File: src/rtl/turn_scheduler_pkg.sv
// Shared types and default timing constants for the turn scheduler and the
// countdown display.
package turn_scheduler_pkg;

  typedef enum logic [1:0] {
    IDLE,
    TURN,
    COMMIT
  } sched_state_t;

  typedef enum logic {
    P0 = 1'b0,
    P1 = 1'b1
  } player_t;

  // 10 s turns at 50 MHz, warning for the last 3 s
  localparam int DEFAULT_TURN_CYCLES = 500000000;
  localparam int DEFAULT_WARN_CYCLES = 150000000;
  localparam int DEFAULT_CNT_W       = 29;

  function automatic logic [1:0] onehot(input player_t p);
    return (p == P1) ? 2'b10 : 2'b01;
  endfunction

endpackage

File: src/rtl/turn_scheduler_timer.sv
// Turn countdown: loadable down-counter that stops at zero and flags it.
module turn_timer #(
  parameter int CNT_W = 29
) (
  input  logic             CLOCK_50,
  input  logic             reset_n,
  input  logic             load,
  input  logic [CNT_W-1:0] load_val,
  input  logic             enable,
  output logic [CNT_W-1:0] count,
  output logic             zero
);

  // Load wins over counting; counting stops at zero so it never wraps
  always_ff @(posedge CLOCK_50 or negedge reset_n) begin
    if (!reset_n) begin
      count <= '0;
    end else if (load) begin
      count <= load_val;
    end else if (enable && (count != '0)) begin
      count <= count - CNT_W'(1);
    end
  end

  assign zero = (count == '0);

endmodule

File: src/rtl/turn_scheduler.sv
// Two-player turn arbiter: grants the shared switch entry path to one player
// per turn, enforces the turn time limit and hands accepted entries to the
// game core over a valid/ready commit handshake.
module turn_scheduler
  import turn_scheduler_pkg::*;
#(
  parameter int TURN_CYCLES = DEFAULT_TURN_CYCLES,
  parameter int WARN_CYCLES = DEFAULT_WARN_CYCLES,
  parameter int CNT_W       = DEFAULT_CNT_W
) (
  input  logic       CLOCK_50,
  input  logic       reset_n,
  input  logic       start,
  input  logic       game_over,
  input  logic       p0_pulse,
  input  logic       p1_pulse,
  input  logic [3:0] sw_val,
  input  logic       sw_valid,
  input  logic       commit_ready,
  output logic [1:0] grant,
  output logic       commit_valid,
  output logic [3:0] commit_val,
  output logic       commit_player,
  output logic       timeout,
  output logic       foul,
  output logic       warn,
  output logic [3:0] turn_cnt
);

  localparam logic [CNT_W-1:0] RELOAD   = CNT_W'(TURN_CYCLES - 1);
  localparam logic [CNT_W-1:0] WARN_LIM = CNT_W'(WARN_CYCLES);
  localparam logic             RELOAD_WARN = (RELOAD < WARN_LIM);

  sched_state_t     state;
  player_t          active;
  player_t          other;
  player_t          first_player;
  logic [CNT_W-1:0] timer;
  logic             timer_zero;
  logic             timer_load;
  logic             timer_en;
  logic             active_press;
  logic             other_press;
  logic             accept;
  logic             commit_done;
  logic [3:0]       turn_cnt_inc;

  assign other        = player_t'(~active);
  assign active_press = (active == P0) ? p0_pulse : p1_pulse;
  assign other_press  = (active == P0) ? p1_pulse : p0_pulse;
  assign accept       = (state == TURN) && active_press && sw_valid;
  assign commit_done  = (state == COMMIT) && commit_valid && commit_ready;
  assign turn_cnt_inc = (turn_cnt == 4'd15) ? 4'd15 : turn_cnt + 4'd1;

  assign timer_load = !game_over &&
                      (((state == IDLE) && start) ||
                       ((state == TURN) && !accept && timer_zero) ||
                       commit_done);
  assign timer_en   = !game_over && (state == TURN) && !accept;

  turn_timer #(
    .CNT_W(CNT_W)
  ) u_timer (
    .CLOCK_50 (CLOCK_50),
    .reset_n  (reset_n),
    .load     (timer_load),
    .load_val (RELOAD),
    .enable   (timer_en),
    .count    (timer),
    .zero     (timer_zero)
  );

  // Turn FSM with registered outputs; game_over overrides every state
  always_ff @(posedge CLOCK_50 or negedge reset_n) begin
    if (!reset_n) begin
      state         <= IDLE;
      active        <= P0;
      first_player  <= P0;
      grant         <= 2'b00;
      commit_valid  <= 1'b0;
      commit_val    <= 4'd0;
      commit_player <= 1'b0;
      timeout       <= 1'b0;
      foul          <= 1'b0;
      warn          <= 1'b0;
      turn_cnt      <= 4'd0;
    end else begin
      timeout <= 1'b0;
      foul    <= 1'b0;
      if (game_over) begin
        state        <= IDLE;
        grant        <= 2'b00;
        commit_valid <= 1'b0;
        warn         <= 1'b0;
      end else begin
        case (state)
          IDLE: begin
            grant <= 2'b00;
            warn  <= 1'b0;
            if (start) begin
              state        <= TURN;
              active       <= first_player;
              first_player <= player_t'(~first_player);
              grant        <= onehot(first_player);
              turn_cnt     <= 4'd0;
              warn         <= RELOAD_WARN;
            end
          end
          TURN: begin
            foul <= other_press;
            if (accept) begin
              state         <= COMMIT;
              commit_valid  <= 1'b1;
              commit_val    <= sw_val;
              commit_player <= active;
              warn          <= 1'b0;
            end else if (timer_zero) begin
              timeout  <= 1'b1;
              active   <= other;
              grant    <= onehot(other);
              turn_cnt <= turn_cnt_inc;
              warn     <= RELOAD_WARN;
            end else begin
              warn <= (timer <= WARN_LIM);
            end
          end
          COMMIT: begin
            warn <= 1'b0;
            if (commit_ready) begin
              state        <= TURN;
              commit_valid <= 1'b0;
              active       <= other;
              grant        <= onehot(other);
              turn_cnt     <= turn_cnt_inc;
              warn         <= RELOAD_WARN;
            end
          end
          default: begin
            state <= IDLE;
            grant <= 2'b00;
          end
        endcase
      end
    end
  end

endmodule
File: config.mk
export PLATFORM = sky130hd
export DESIGN_NAME = turn_scheduler
export DESIGN_NICKNAME = d
export VERILOG_FILES = /design/src/rtl/turn_scheduler_pkg.sv /design/src/rtl/turn_scheduler_timer.sv /design/src/rtl/turn_scheduler.sv
export SDC_FILE = /design/constraint.sdc
export NUM_CORES = 1
export LEC_CHECK = 0
export BUFFER_PORTS_ARGS = -buffer_cell sky130_fd_sc_hd__clkbuf_2
export CAP_MARGIN = 20
export CORE_MARGIN = 10
export CORE_UTILIZATION = 40
export DETAILED_ROUTE_END_ITERATION = 6
export SYNTH_ARGS = -nofsm -noshare
export SYNTH_HDL_FRONTEND = slang
export SYNTH_SLANG_ARGS = --single-unit
File: constraint.sdc
create_clock -name CLOCK_50 -period 2.4 [get_ports CLOCK_50]
set_input_delay 0.12 -clock CLOCK_50 [delete_from_list [all_inputs] [get_ports CLOCK_50]]
set_output_delay 0.12 -clock CLOCK_50 [all_outputs]
set_load 0.005 [all_outputs]
==> qor.yml <==
syn_nets: 312
wl_met1_mm: 3.44
synth_edf_count: 0
final_layout_size_suffix_gt1_share_pct: 27.4
crit_family: "compound AO/OA/AOI/OAI gates"
post_cts_buffers: 0
p_total_mw: 2.27
core_area_sq_um: 6830
grt_pass1_wl_mm: 12.3
ys_seq_area_share_pct: 42.3
vias: 2526
clk_pin_slew_ns: 0.09
clkLatencyLatePin_ns: 0.31
antenna_found_initial: 0
synth_warnings: 0
grt_pass1_vias: 2443
port_buffers: 26
drv_cap: 0
critPathBufInv: 1
synth_cell_type_count: 54
dieArea_sq_um: 10900
min_period_ns: 2.26
via_per_inst: 5.65
syn_area_sq_um: 2840
wl_mm: 7.32
yosys.area.top_type: "dfrtp_1"
worst_setup_path_start_kind: "flop"
grt_use_total_pct: 13.2
rsz0062_at_grt: "no"
clock-root-buffer: "clkbuf_8"
worst_r2r_path_depth: 5
drt_iter0_markers: 176
netlist_top_cells_count: "48 x dfrtp_1, 22 x nor2_1, 18 x o21ai_0, 16 x nand2_1, 16 x nand3_1"
async_reset_ff_share_pct: 100
ys.flop_type: "dfrtp_1"
synth_top_area_share_pct: 42.3
drv_slew: 0
crit_chain: "buf_4 > mux2i_1 > nor2_1 > o41a_4 > o41ai_1"
hold_viol_final: 0
hold_path_depth: 2
top_layer: "met4"
slowest_stage: "o41a_4"
maxSlewHeadroom_pct: 54.8
dp_hpwl_mm: 5.35
fin_crit_sh_pct: 94.3
crit_type: "flop to flop"
worstHoldPathType: "primary input to flop"
p_per_area_nw_per_um2: 662
fmax_mhz: 442
tightest_slew_ns: 0.675
routed-wl-met2_mm: 3.40
clkSinkCount: 48
status: "finished, final reports clean"
path_depth: 5
place_area_sq_um: 3300
synth.avg_cell_area_sq_um: 9.66
dr.pass1.iters: 4
remaining_drc_errors: 0
fin_tns_setup_ns: 0
grt_overflow: 0
wl_met3_um: 408
ant_nets: 0
io_pins: 27
final_nets: 369
grt_start_max_net_pins: 49
arrival_ns: 2.46
synthToLayoutAreaGrowth_pct: 21.0
yosysMostFrequentCell: "dfrtp_1"
ys_ff_latch: 48
p_leak_nw: 1.33
crit_fanout: 6
clk_path_buf_depth: 2
cts_tree: "done"
fillers: 670
antenna_cells: 0
rows: 30
syn-instance-count: 294
avgRoutedWirePerCell_um: 16.4
skew_ns: 0.0125
die_w_um: 104
h-tree-depth: 2
setup_violations: 0
worst_ir_drop_vdd_v: 0.000365
start_util_pct: 41.6
synth_area_leaders: "dfrtp_1 42%, o21ai_0 3.2%, or4_1 3.2%"
cts-buffers-inserted: 5
critPathRequiredTime_ns: 2.60
end_kind: "flop"
cp_slowest_stage_delay_ns: 0.57
fin_area_sq_um: 3430
gp_congestion: 0.820
die_h_um: 104
hold_slack_ns: 0.0461
==> logic make-up (layout without fill, tap and decap cells) <==
kind of cell / Yosys count / in the layout / share of synthesized area, %
XOR/XNOR: 6 / 6 / 1.85
adder cells (fa/ha/maj): 6 / 6 / 2.64
flip-flops: 48 / 48 / 42.3
AO/OA/AOI/OAI: 78 / 78 / 20.0
buffers and inverters: 21 / 78 / 3.79
AND/OR/NAND/NOR: 127 / 127 / 26.4
multiplexers: 8 / 8 / 3.08
==> metrics by stage <==
step | utilization, % | worst slack (ns) | instances
after global placement | 48.3 | 0.0630 | 439
after CTS | 49.7 | 0.0336 | 447
after floorplan | - | 0.0328 | 294
final | 50.3 | 0.137 | 447
after global routing | 50.3 | 0.00242 | 447
after detailed placement | 48.3 | 0.0129 | 439
==> placed cells by master (no fill, tap or decap), drive strengths merged, types with 3 or more instances in the layout <==
| master | n |
|---|---|
| nor3 | 9 |
| mux2 | 6 |
| or4b | 3 |
| nor2 | 22 |
| buf | 34 |
| nand4 | 3 |
| nand3b | 5 |
| xnor2 | 5 |
| a2111oi | 5 |
| or3 | 10 |
| clkbuf | 31 |
| and4 | 4 |
| or4 | 13 |
| nand2 | 16 |
| o21ai | 19 |
| o211ai | 5 |
| o41ai | 6 |
| a21oi | 14 |
| nand2b | 8 |
| nand3 | 17 |
| o31ai | 8 |
| a31oi | 7 |
| nor4 | 9 |
| inv | 10 |
| nor2b | 3 |
| dfrtp | 48 |
| ha | 6 |
==> where the power goes <==
group	total, mW	internal (mW)	leakage (nW)	switching [mW]
sequential	1.02	0.923	0.553	0.0979
clock	0.479	0.198	0.0400	0.281
combinational	0.773	0.343	0.735	0.430
total	2.27	1.46	1.33	0.809
==> layer usage <==
metal | track usage (%) | up-vias
met5 | 0 | -
met4 | 3.38 | 0
met3 | 3.04 | 8
met2 | 20.5 | 68
met1 | 18.0 | 1205
li1 | - | 1245
==> state kept, by name, summed over array words and instances, names as in the netlist <==
name           count
warn               1
commit_valid       1
commit_player      1
grant              2
state              2
timeout            1
first_player       1
turn_cnt           4
commit_val         4
active             1
u_timer.count     29
foul               1
==> cell type report <==
cell class | count | area (sq um) | area share (%)
repair buffers | 61 | 420 | 12.2
clock buffers | 5 | 68.8 | 2.00
multi-input cells | 225 | 1570 | 45.8
well taps | 96 | 120 | 3.50
inverters | 10 | 37.5 | 1.09
flip-flops and latches | 48 | 1200 | 35.0
clock inverters | 2 | 12.5 | 0.364
==> worst paths after layout <==
| check | startpoint | to | slack, ns |
|---|---|---|---|
| min in group asynchronous | reset_n | u_timer.count[4] | 0.46 |
| max reg2reg | active | turn_cnt[1] | 0.14 |
| min | sw_val[1] | commit_val[1] | 0.05 |
| max | active | turn_cnt[1] | 0.14 |
| min reg2reg | commit_val[3] | commit_val[3] | 0.51 |
| max in group asynchronous | reset_n | u_timer.count[21] | 1.51 |
==> timing repair <==
| action | CTS | global route |
|---|---|---|
| gates resized for setup | 1 | 11 |
| setup endpoints to repair | 1 | 17 |
| hold endpoints to repair | 48 | 0 |
| hold buffers | 1 | 0 |
(Power assumes the default switching activity.)
